<file path="config.mk">
export PLATFORM = sky130hd
export DESIGN_NAME = uart_msg_arbiter_flat
export DESIGN_NICKNAME = d
export VERILOG_FILES = /design/src/rtl/uart_pkg.sv /design/src/rtl/uart_msg_arbiter_if.sv /design/src/rtl/uart_msg_arbiter_rr_pick.sv /design/src/rtl/uart_msg_arbiter.sv /design/src/flat_wrapper.sv
export SDC_FILE = /design/constraint.sdc
export NUM_CORES = 1
export LEC_CHECK = 0
export BUFFER_PORTS_ARGS = -buffer_cell sky130_fd_sc_hd__buf_4
export CORE_MARGIN = 2
export CORE_UTILIZATION = 52
export CTS_CLUSTER_DIAMETER = 100
export DETAILED_ROUTE_END_ITERATION = 8
export PLACE_DENSITY = 0.79
export SLEW_MARGIN = 20
export SYNTH_ARGS = -nofsm -noshare
export SYNTH_HDL_FRONTEND = slang
export SYNTH_SLANG_ARGS = --single-unit
</file>
<file path="constraint.sdc">
create_clock -name clk -period 2.7 [get_ports clk]
set_input_delay 0.27 -clock clk [delete_from_list [all_inputs] [get_ports clk]]
set_output_delay 0.27 -clock clk [all_outputs]
set_load 0.03 [all_outputs]
</file>
<file path="src/rtl/uart_pkg.sv">
`default_nettype none
// ============================================================================
// Module  : uart_pkg
// Brief   : Shared types and defaults for the UART message arbiter slice.
// Revision: 1.0
// ============================================================================
package uart_pkg;

  typedef enum logic [1:0] {
    IDLE = 2'd0,
    XFER = 2'd1,
    ACK  = 2'd2,
    DONE = 2'd3
  } arb_state_t;

  localparam int CLK_FRE   = 50;      // MHz
  localparam int UART_RATE = 115200;  // baud

  function automatic int idx_width(input int n);
    return (n > 1) ? $clog2(n) : 1;
  endfunction

endpackage
`default_nettype wire

</file>
<file path="src/rtl/uart_msg_arbiter_if.sv">
`default_nettype none
// ============================================================================
// Module  : uart_msg_arbiter_if
// Brief   : Source-side request bus plus uart_tx handshake of the arbiter.
// Revision: 1.0
// ============================================================================
interface uart_msg_arbiter_if
  import uart_pkg::*;
#(
  parameter int N_REQ = 4
);
  localparam int IW = idx_width(N_REQ);

  logic [N_REQ-1:0]   req_valid;
  logic [8*N_REQ-1:0] req_data;
  logic [N_REQ-1:0]   req_last;
  logic [N_REQ-1:0]   req_ready;
  logic               send_en;
  logic [7:0]         send_data;
  logic               send_busy;
  logic [IW-1:0]      grant_id;
  logic               active;

  modport slave (
    input  req_valid, req_data, req_last, send_busy,
    output req_ready, send_en, send_data, grant_id, active
  );

  modport master (
    output req_valid, req_data, req_last, send_busy,
    input  req_ready, send_en, send_data, grant_id, active
  );

endinterface
`default_nettype wire

</file>
<file path="src/rtl/uart_msg_arbiter_rr_pick.sv">
`default_nettype none
// ============================================================================
// Module  : rr_pick
// Brief   : First set request strictly after ptr, wrapping; purely combinational.
// Revision: 1.0
// ============================================================================
module rr_pick #(
  parameter int N_REQ = 4,
  parameter int IW    = 2
) (
  input  logic [N_REQ-1:0] req,
  input  logic [IW-1:0]    ptr,
  output logic             valid,
  output logic [IW-1:0]    idx
);

  int            w_sum;
  logic [IW-1:0] w_cand;

  // Scan from farthest to nearest so the nearest hit is the last one written.
  always_comb begin
    valid  = 1'b0;
    idx    = '0;
    w_sum  = 0;
    w_cand = '0;
    for (int k = N_REQ; k >= 1; k--) begin
      w_sum  = (int'(ptr) + k) % N_REQ;
      w_cand = IW'(w_sum);
      if (req[w_cand]) begin
        valid = 1'b1;
        idx   = w_cand;
      end
    end
  end

endmodule
`default_nettype wire

</file>
<file path="src/rtl/uart_msg_arbiter.sv">
`default_nettype none
// ============================================================================
// Module  : uart_msg_arbiter
// Brief   : Message-granular round-robin sharing of one uart_tx between sources.
// Revision: 1.0
// ============================================================================
module uart_msg_arbiter
  import uart_pkg::*;
#(
  parameter int N_REQ        = 4,
  parameter int LOCK_TIMEOUT = 50000
) (
  input  logic               clk,
  input  logic               rst_n,
  uart_msg_arbiter_if.slave  bus
);

  localparam int              IW        = idx_width(N_REQ);
  localparam int              CW        = $clog2(LOCK_TIMEOUT + 1);
  localparam logic [IW-1:0]   c_ptr_rst = IW'(N_REQ - 1);
  localparam logic [CW-1:0]   c_timeout = CW'(LOCK_TIMEOUT);

  arb_state_t       r_state, w_state_nxt;
  logic [IW-1:0]    r_grant, w_grant_nxt;
  logic [IW-1:0]    r_ptr, w_ptr_nxt;
  logic [CW-1:0]    r_cnt, w_cnt_nxt;
  logic             r_send_en, w_send_en_nxt;
  logic [7:0]       r_send_data, w_send_data_nxt;
  logic             r_last, w_last_nxt;
  logic             r_active;
  logic [N_REQ-1:0] w_ready;

  logic             w_pick_valid;
  logic [IW-1:0]    w_pick_idx;
  logic             w_g_valid;
  logic             w_g_last;
  logic [7:0]       w_g_data;

  rr_pick #(
    .N_REQ (N_REQ),
    .IW    (IW)
  ) u_rr_pick (
    .req   (bus.req_valid),
    .ptr   (r_ptr),
    .valid (w_pick_valid),
    .idx   (w_pick_idx)
  );

  assign w_g_valid = bus.req_valid[r_grant];
  assign w_g_last  = bus.req_last[r_grant];
  assign w_g_data  = bus.req_data[int'(r_grant)*8 +: 8];

  always_comb begin
    w_state_nxt     = r_state;
    w_grant_nxt     = r_grant;
    w_ptr_nxt       = r_ptr;
    w_cnt_nxt       = r_cnt;
    w_send_en_nxt   = 1'b0;
    w_send_data_nxt = r_send_data;
    w_last_nxt      = r_last;
    w_ready         = '0;
    case (r_state)
      IDLE: begin
        if (w_pick_valid) begin
          w_grant_nxt = w_pick_idx;
          w_cnt_nxt   = '0;
          w_state_nxt = XFER;
        end
      end
      XFER: begin
        if (w_g_valid) begin
          // A still-busy engine holds the byte back; the stall counter is not advanced.
          if (!bus.send_busy) begin
            w_ready[r_grant] = 1'b1;
            w_send_data_nxt  = w_g_data;
            w_send_en_nxt    = 1'b1;
            w_last_nxt       = w_g_last;
            w_cnt_nxt        = '0;
            w_state_nxt      = ACK;
          end
        end else if (r_cnt == c_timeout) begin
          w_ptr_nxt   = r_grant;
          w_state_nxt = IDLE;
        end else begin
          w_cnt_nxt = r_cnt + CW'(1);
        end
      end
      ACK: begin
        if (bus.send_busy) begin
          w_state_nxt = DONE;
        end
      end
      DONE: begin
        if (!bus.send_busy) begin
          if (r_last) begin
            w_ptr_nxt   = r_grant;
            w_state_nxt = IDLE;
          end else begin
            w_cnt_nxt   = '0;
            w_state_nxt = XFER;
          end
        end
      end
      default: w_state_nxt = IDLE;
    endcase
  end

  always_ff @(posedge clk or negedge rst_n) begin
    if (!rst_n) begin
      r_state     <= IDLE;
      r_grant     <= '0;
      r_ptr       <= c_ptr_rst;
      r_cnt       <= '0;
      r_send_en   <= 1'b0;
      r_send_data <= 8'h00;
      r_last      <= 1'b0;
      r_active    <= 1'b0;
    end else begin
      r_state     <= w_state_nxt;
      r_grant     <= w_grant_nxt;
      r_ptr       <= w_ptr_nxt;
      r_cnt       <= w_cnt_nxt;
      r_send_en   <= w_send_en_nxt;
      r_send_data <= w_send_data_nxt;
      r_last      <= w_last_nxt;
      r_active    <= (w_state_nxt != IDLE);
    end
  end

  assign bus.req_ready = w_ready;
  assign bus.send_en   = r_send_en;
  assign bus.send_data = r_send_data;
  assign bus.grant_id  = r_grant;
  assign bus.active    = r_active;

endmodule
`default_nettype wire
</file>
<file path="src/flat_wrapper.sv">
// flat-port wrapper written by rule: the top's interface ports become plain ports
module uart_msg_arbiter_flat import uart_pkg::*;
#(
  parameter int N_REQ        = 4,
  parameter int LOCK_TIMEOUT = 50000
)
  (clk, rst_n, bus_req_valid, bus_req_data, bus_req_last, bus_send_busy, bus_req_ready, bus_send_en, bus_send_data, bus_grant_id, bus_active);
  uart_msg_arbiter_if #(.N_REQ(N_REQ)) bus_i ();
  input  logic clk;
  input  logic rst_n;
  input wire logic [$bits(bus_i.req_valid)-1:0] bus_req_valid;
  input wire logic [$bits(bus_i.req_data)-1:0] bus_req_data;
  input wire logic [$bits(bus_i.req_last)-1:0] bus_req_last;
  input wire logic [$bits(bus_i.send_busy)-1:0] bus_send_busy;
  output wire logic [$bits(bus_i.req_ready)-1:0] bus_req_ready;
  output wire logic [$bits(bus_i.send_en)-1:0] bus_send_en;
  output wire logic [$bits(bus_i.send_data)-1:0] bus_send_data;
  output wire logic [$bits(bus_i.grant_id)-1:0] bus_grant_id;
  output wire logic [$bits(bus_i.active)-1:0] bus_active;
  assign bus_i.req_valid = bus_req_valid;
  assign bus_i.req_data = bus_req_data;
  assign bus_i.req_last = bus_req_last;
  assign bus_i.send_busy = bus_send_busy;
  assign bus_req_ready = bus_i.req_ready;
  assign bus_send_en = bus_i.send_en;
  assign bus_send_data = bus_i.send_data;
  assign bus_grant_id = bus_i.grant_id;
  assign bus_active = bus_i.active;
  uart_msg_arbiter #(.N_REQ(N_REQ), .LOCK_TIMEOUT(LOCK_TIMEOUT)) u_core (.clk(clk), .rst_n(rst_n), .bus(bus_i));
endmodule
</file>
==> metrics.md, run 1 <==
| Metric | Value |
|---|---|
| Final TNS setup | `0 ps` |
| Max-slew headroom | `68.15%` |
| Sequential area share after synthesis | `38.69%` |
| Final Hold Slack | `356.8 ps` |
| Count of final setup violators | `0` |
| Nets | `315` |
| Die Ht | `68.17 um` |
| Netlist cell types | `43` |
| Max-slew violations | `0` |
| Period utilisation layout | `87.12%` |
| Synth-to-Final Area Change | `28.00%` |
| Antenna Nets Post-Route | `0` |
| Crit-path max FO | `11` |
| Die Wd | `68.17 um` |
| Power density over the cells | `892.4 nW/um2` |
| Worst IR Drop VDD | `0.0006697 V` |
| GRT Util Overall | `25.78%` |
| I/O Buffers | `58` |
| Post-Layout Inst Area | `2740 um2` |
| Unrepaired setup endpoints after global routing | `false` |
| Final hold viol count | `0` |
| Cts bufs inserted | `5` |
| Worst min-delay path class | `in2reg` |
| Largest net degree at the start of global routing | `34` |
| CTS max path bufs | `2` |
| Mapped cell area | `2141 um2` |
| Post-route DRC | `0` |
| Layout Skew | `6.548 ps` |
| Dpl hpwl | `3.908 mm` |
| Fin worst setup slack | `347.6 ps` |
| First-pass GRT wire length | `8.666 mm` |
| Worst EP required | `2430 ps` |
| Depth of the CTS H-tree | `2` |
| Routed wire length | `5.260 mm` |
| Fraction of layout cells with a size suffix above 1 | `34.69%` |
| Core area | `3971 um2` |
| Yosys reg bits | `33` |
| Post-DR wirelength/cell | `16.39 um` |
| Die Area | `4646 um2` |
| EDFF count, synth | `0` |
| Synth warn | `0` |
| Post-synthesis cell count | `211` |
| Dpl cell area | `2614 um2` |
| Drt first pass iters | `4` |
| Critical Path AT | `2080 ps` |
| Iter 0 DRT Violations | `153` |
| CTS tree | `yes` |
| Crit end category | `output port` |
| DR vias/cell | `6.059` |
| Outcome | `finished, final reports clean` |
| Reg clk slew, reported paths | `70 ps` |
| P_leak | `1.143 nW` |
| Worst Tran Pin Value | `477.8 ps` |
| Initial Util | `53.91%` |
| Initial antenna violation count | `0` |
| Max-Cap Viols | `0` |
| Grt ovf | `0` |
| CP max stage delay | `590 ps` |
| I/O Pins | `59` |
| Pre-CTS setup slack | `561.9 ps` |
| Fillers | `302` |
| FMAX | `0.4251 GHz` |
| Share of flip-flops with an asynchronous set or reset | `100.0%` |
| Top_reg_cell synth | `dfrtp_1` |
| Critical path launch point type | `register` |
| N_diodes | `0` |
| Slowest-stage cell, CP | `mux4_2` |
| Vias in the first global route | `1869` |
| Syn Nets | `256` |
| Clock tree root buffer cell | `clkbuf_8` |
| Fin crit period | `2352 ps` |
| Clock Latency Late Sink | `300 ps` |
| Row count | `23` |
| Setup CP Type | `reg2out` |
| Mean post-synth cell area | `10.15 um2` |
| Clk sink count | `33` |
| Via Count | `1945` |
| Critical Path, Cell by Cell | `mux4_2 -> nand2_1 -> inv_1 -> and3_1 -> buf_4` |
| Post_cts resized | `0` |
| Placer Congestion | `0.7903` |
-- cell usage after synthesis, types with 2 or more instances --
cell | count | share of area [%]
nand3_1 | 11 | 2.6
and4_1 | 3 | 1.2
a41oi_1 | 3 | 1.2
nand3b_1 | 2 | 0.70
or4_1 | 3 | 1.1
buf_6 | 2 | 1.1
mux4_2 | 10 | 11
nand2b_1 | 3 | 0.88
nor3b_1 | 4 | 1.4
o311ai_0 | 2 | 0.82
inv_1 | 20 | 3.5
o221ai_1 | 9 | 3.7
nor2b_1 | 4 | 1.2
o21ai_0 | 10 | 2.3
nor4_1 | 2 | 0.58
xnor2_1 | 2 | 0.82
nor3_1 | 3 | 0.70
dfrtp_1 | 31 | 36
a31oi_1 | 5 | 1.5
or3_1 | 5 | 1.5
nor4bb_1 | 3 | 1.4
ha_1 | 2 | 1.2
nand2_1 | 12 | 2.1
clkbuf_1 | 7 | 1.2
o2111ai_1 | 2 | 0.82
o211ai_1 | 5 | 1.8
and3_1 | 4 | 1.2
o22ai_1 | 4 | 1.2
nor2_1 | 5 | 0.88
nand4_1 | 10 | 2.9
dfstp_2 | 2 | 2.5
mux2_2 | 9 | 4.7
buf_2 | 2 | 0.47
-- layout by cell type (no fill, tap or decap), types with 6 or more instances in the layout --
| cell type | n |
|---|---|
| mux2_2 | 9 |
| clkbuf_8 | 6 |
| buf_4 | 63 |
| mux4_2 | 10 |
| o221ai_1 | 9 |
| nand3_1 | 11 |
| nand2_1 | 12 |
| nand4_1 | 10 |
| inv_1 | 20 |
| o21ai_0 | 10 |
| dfrtp_1 | 31 |
-- worst paths after layout --
check,cells after the start,start,slack (ps),to
worst max-delay path,5,u_core.bus.grant_id[0],350,bus_req_ready[3]
worst min-delay path,4,bus_req_valid[2],360,u_core.bus.grant_id[0]
worst max register to register,6,u_core.r_cnt[0],530,u_core.bus.active
worst min register to register,1,u_core.bus.send_data[5],510,u_core.bus.send_data[5]
max in group asynchronous,2,rst_n,1950,u_core.r_ptr[1]
min in group asynchronous,2,rst_n,440,u_core.bus.grant_id[0]
-- state kept, by name, summed over array words and instances (netlist names) --
register,flops
u_core.bus.active,1
u_core.bus.grant_id,2
u_core.bus.send_data,8
u_core.bus.send_en,1
u_core.r_cnt,16
u_core.r_last,1
u_core.r_ptr,2
u_core.r_state,2
-- cell type report --
class / instances / area (um2) / area share [%]
Clock buffer: 7 / 86.33 / 3.151
Clock inverter: 1 / 30.03 / 1.096
Inverter: 20 / 75.07 / 2.740
Multi-Input combinational cell: 146 / 1175 / 42.88
Sequential cell: 33 / 828.3 / 30.23
Tap cell: 50 / 62.56 / 2.283
Timing Repair Buffer: 64 / 483.0 / 17.63
-- power by group --
part	leakage [nW]	switching, mW	internal, mW
logic	0.664	0.653	0.536
registers	0.421	0.138	0.640
clock network	0.0585	0.178	0.301
total	1.14	0.969	1.48
-- worst max-delay path: cells and delay by family, from the launching register on --
family                 cells  cell delay [ps]
AND/OR/NAND/NOR            2              440
multiplexers               1              590
flip-flops                 1              370
buffers and inverters      2              390
-- cells by family after synthesis --
family / synth area share, %
fa+ha+maj: 1.169
buf+inv: 6.429
xor+xnor: 0.8184
mux: 15.96
simple gates: 22.09
flops: 38.69
compound gates: 14.85
-- stage by stage --
| step | power (mW) | std cells | util [%] |
|---|---|---|---|
| floorplan | 1.624 | 211 | - |
| global placement | 1.945 | 312 | 65.82 |
| global route | 2.600 | 321 | 69.00 |
| finish | 2.445 | 321 | 69.00 |
| CTS | 2.466 | 321 | 69.00 |
| detailed placement | 1.977 | 312 | 65.82 |
-- per-layer routing --
layer | part of all wire, % | vias up | wire [um] | GRT usage (%)
li1 | - | 933 | - | -
met1 | 42 | 937 | 2191 | 32.34
met2 | 50 | 60 | 2632 | 42.35
met3 | 5.3 | 15 | 279 | 5.263
met4 | 3.0 | 0 | 157 | 12.50
met5 | 0 | - | 0 | 0
-- timing repair --
| action | CTS | global route |
|---|---|---|
| hold endpoints to repair | 31 | 0 |
| setup buffers | 0 | 0 |
| hold buffers | 1 | 0 |
(Power assumes the default switching activity.)
==> run 2: changes to the inputs <==
--- a/config.mk
+++ b/config.mk
@@ -5,12 +5,13 @@
 export SDC_FILE = /design/constraint.sdc
 export NUM_CORES = 1
 export LEC_CHECK = 0
+export ABC_AREA = 1
 export BUFFER_PORTS_ARGS = -buffer_cell sky130_fd_sc_hd__buf_4
 export CORE_MARGIN = 2
-export CORE_UTILIZATION = 52
+export CORE_UTILIZATION = 54
 export CTS_CLUSTER_DIAMETER = 100
 export DETAILED_ROUTE_END_ITERATION = 8
-export PLACE_DENSITY = 0.79
+export PLACE_DENSITY = 0.81
 export SLEW_MARGIN = 20
 export SYNTH_ARGS = -nofsm -noshare
 export SYNTH_HDL_FRONTEND = slang
==> run 2 against run 1 <==
Net effect: clock skew down 2.0 ps; synthesized area rose by 9.8%; core utilization rose by 2.1 points; non-clock buffer count down 3; critical path depth is 3 higher; design area increased by 6.0%.
==> metrics.md, run 2 <==
| Metric | Value |
|---|---|
| Reg clk slew, reported paths | `70 ps (about the same)` |
| First-pass GRT wire length | `9.853 mm (+14%)` |
| Top cells by count, synth | `nand2_1 (142), inv_1 (38), nand3_1 (33)` |
| Via Count | `2392 (+23%)` |
| CTS max path bufs | `2 (unchanged)` |
| Final hold viol count | `0 (unchanged)` |
| Final Hold Slack | `233.6 ps (-123.2 ps)` |
| Largest family of logic cells by synthesized area | `simple AND/OR/NAND/NOR gates` |
| Critical Path AT | `1990 ps (-90 ps)` |
| GRT Util Overall | `24.40% (-1.4 points)` |
| Vias in the first global route | `2250 (+20%)` |
| Nets | `454 (+44%)` |
| N_diodes | `0 (unchanged)` |
| Max reg flops | `16 (unchanged)` |
| Dpl hpwl | `4.247 mm (+8.7%)` |
| Fraction of layout cells with a size suffix above 1 | `21.22% (-13 points)` |
| Outcome | `finished, final reports clean` |
| Fin crit period | `2263 ps (-88.88 ps)` |
| Post-Synth Adder-Cell Area | `1.064% (-0.10 points)` |
| Mapped cell area | `2351 um2 (+9.8%)` |
| Power, Total | `2.760 mW (+13%)` |
| Netlist cell types | `32 (-26%)` |
| FMAX | `0.4418 GHz (+3.9%)` |
| Layout Skew | `4.517 ps (-2.031 ps)` |
| Post-Synth XOR/XNOR Area | `1.863% (+1.0 points)` |
| Yosys reg bits | `33 (unchanged)` |
| Synth warn | `0 (unchanged)` |
| I/O Pins | `59 (unchanged)` |
| Initial Util | `57.53% (+3.6 points)` |
| Period utilisation layout | `83.83% (-3.3 points)` |
| Util after Layout | `71.10% (+2.1 points)` |
| Clock Latency Late Sink | `280 ps (-20 ps)` |
| Count of final setup violators | `0 (unchanged)` |
| Power density over the cells | `950.0 nW/um2 (+6.5%)` |
| Syn Nets | `399 (+56%)` |
| Synth-to-Final Area Change | `23.58%` |
| Unrepaired setup endpoints after global routing | `false` |
| Critical Path, Cell by Cell | `inv_1 -> nand2_1 -> nand2_2 -> nand2_2 -> nor2_4 -> inv_2 -> nor3_2 -> buf_4` |
| Drt first pass iters | `5 (+1)` |
| Reg with most FFs | `u_core.r_cnt` |
| Post-synthesis compound-gate area fraction | `7.238% (-7.6 points)` |
| Top_reg_cell synth | `dfrtp_1` |
| Sequential area share after synthesis | `35.23% (-3.5 points)` |
| Fin worst setup slack | `436.5 ps (+88.88 ps)` |
| CP max stage delay | `380 ps (-210 ps)` |
| Iter 0 DRT Violations | `138 (-9.8%)` |
| Crit-path max FO | `13 (+2)` |
| Depth of the CTS H-tree | `2 (unchanged)` |
| Synth top area share | `33.00% (-3.2 points)` |
| Critical path launch point type | `register` |
| Clock tree root buffer cell | `clkbuf_8` |
| Setup CP Type | `reg2out` |
| Grt ovf | `0 (unchanged)` |
| Worst EP required | `2430 ps (about the same)` |
| Share of flip-flops with an asynchronous set or reset | `100.0% (unchanged)` |
| EDFF count, synth | `0 (unchanged)` |
| Post-route DRC | `0 (unchanged)` |
| Most numerous cell in the Yosys netlist | `nand2_1` |
| Clk sink count | `33 (unchanged)` |
| Slowest-stage cell, CP | `dfrtp_1` |
| Die Wd | `69.98 um (+2.7%)` |
| Worst min-delay path class | `in2reg` |
| Top cells by area, synth | `dfrtp_1 (33%), nand2_1 (23%), nand3_1 (7.0%), inv_1 (6.1%), nor2_1 (4.3%)` |
| Routed wire length | `5.675 mm (+7.9%)` |
| CTS tree | `yes` |
| Mean post-synth cell area | `6.641 um2 (-35%)` |
| Mux contribution to synthesized area | `0% (-16 points)` |
| Placer Congestion | `0.9539 (+21%)` |
| Worst IR Drop VDD | `0.0004504 V (-33%)` |
| Largest net degree at the start of global routing | `34 (unchanged)` |
| Die Ht | `69.98 um (+2.7%)` |
| Commonest cells after routing, fill and taps aside | `nand2_1 (142), buf_4 (60), inv_1 (38), nand3_1 (33), dfrtp_1 (31)` |
| Critical Path Most Common Cell | `nand2_2` |
| Setup Fix Bufs, Post-CTS | `0 (unchanged)` |
| Max-Cap Viols | `0 (unchanged)` |
| Worst Tran Pin Value | `528.3 ps (+50.49 ps)` |
| Area leader, netlist | `dfrtp_1` |
| Cts bufs inserted | `5 (unchanged)` |
| Initial antenna violation count | `0 (unchanged)` |
| Post-synthesis cell count | `354 (+68%)` |
| DR vias/cell | `5.200 (-14%)` |
| Die Area | `4897 um2 (+5.4%)` |
| Core area | `4086 um2 (+2.9%)` |
| P_leak | `1.572 nW (+38%)` |
| Post_cts resized | `0 (unchanged)` |
| Max-slew violations | `0 (unchanged)` |
| Final TNS setup | `0 ps (unchanged)` |
| Pre-CTS setup slack | `759.4 ps (+197.4 ps)` |
| Max-slew headroom | `64.65% (-3.5 points)` |
| Post-DR wirelength/cell | `12.34 um (-25%)` |
| Row count | `23 (unchanged)` |
| I/O Buffers | `58 (unchanged)` |
| Most common cell after layout, fill and taps aside | `nand2_1` |
| Post-Synth Simple-Gate Area | `44.01% (+22 points)` |
| Antenna Nets Post-Route | `0 (unchanged)` |
| Post-CTS Hold Buffers | `1 (unchanged)` |
| Crit end category | `output port` |
-- run 2: layout make-up --
type                       instances  area [um2]
inverter                          39       146.4
multi-input combinational        269        1274
tap                               50       62.56
clock inverter                     3       65.06
fill                             356        1181
timing repair buffer              61       460.4
clock buffer                       5       68.82
sequential                        33       828.3
-- run 2: worst paths after layout --
| kind | from | endpoint | slack (ps) | cells after the start |
|---|---|---|---|---|
| setup / recovery | u_core.bus.grant_id[1] | bus_req_ready[0] | 440 | 8 |
| max in group asynchronous | rst_n | u_core.r_ptr[1] | 1910 | 2 |
| hold / removal | bus_send_busy | u_core.bus.send_en | 230 | 2 |
| hold reg to reg | u_core.bus.send_data[2] | u_core.bus.send_data[2] | 480 | 2 |
| min in group asynchronous | rst_n | u_core.r_cnt[1] | 450 | 2 |
| setup reg to reg | u_core.r_ptr[0] | u_core.r_cnt[3] | 890 | 10 |
-- run 2: cells by family (layout without fill, tap and decap cells) --
| logic type | Yosys count | after routing |
|---|---|---|
| compound gates | 26 | 26 |
| xor+xnor | 5 | 5 |
| fa+ha+maj | 2 | 2 |
| buf+inv | 52 | 108 |
| flops | 33 | 33 |
| simple gates | 236 | 236 |
-- run 2: worst max-delay path: cells and delay by family, from the launching register on --
kind / cells / cell delay, ps
buf+inv: 3 / 600
flops: 1 / 380
simple gates: 5 / 720
-- run 2: stage by stage --
stage,instance area (um2),cells
global placement,2761,451
finish,2905,460
global route,2905,460
floorplan,2351,354
CTS,2905,460
detailed placement,2761,451
-- run 2: report_power, final --
group / total [mW] / leakage [nW] / internal, mW / switching (mW)
combinational: 1.45 / 1.08 / 0.497 / 0.950
sequential: 0.762 / 0.428 / 0.639 / 0.124
clock: 0.551 / 0.0681 / 0.367 / 0.184
-- run 2: routing by layer --
layer / global-route usage (%) / wire length [um]
met1: 31.37 / 2541
met2: 40.85 / 2603
met3: 5.339 / 453
met4: 7.906 / 76
met5: 0 / 0
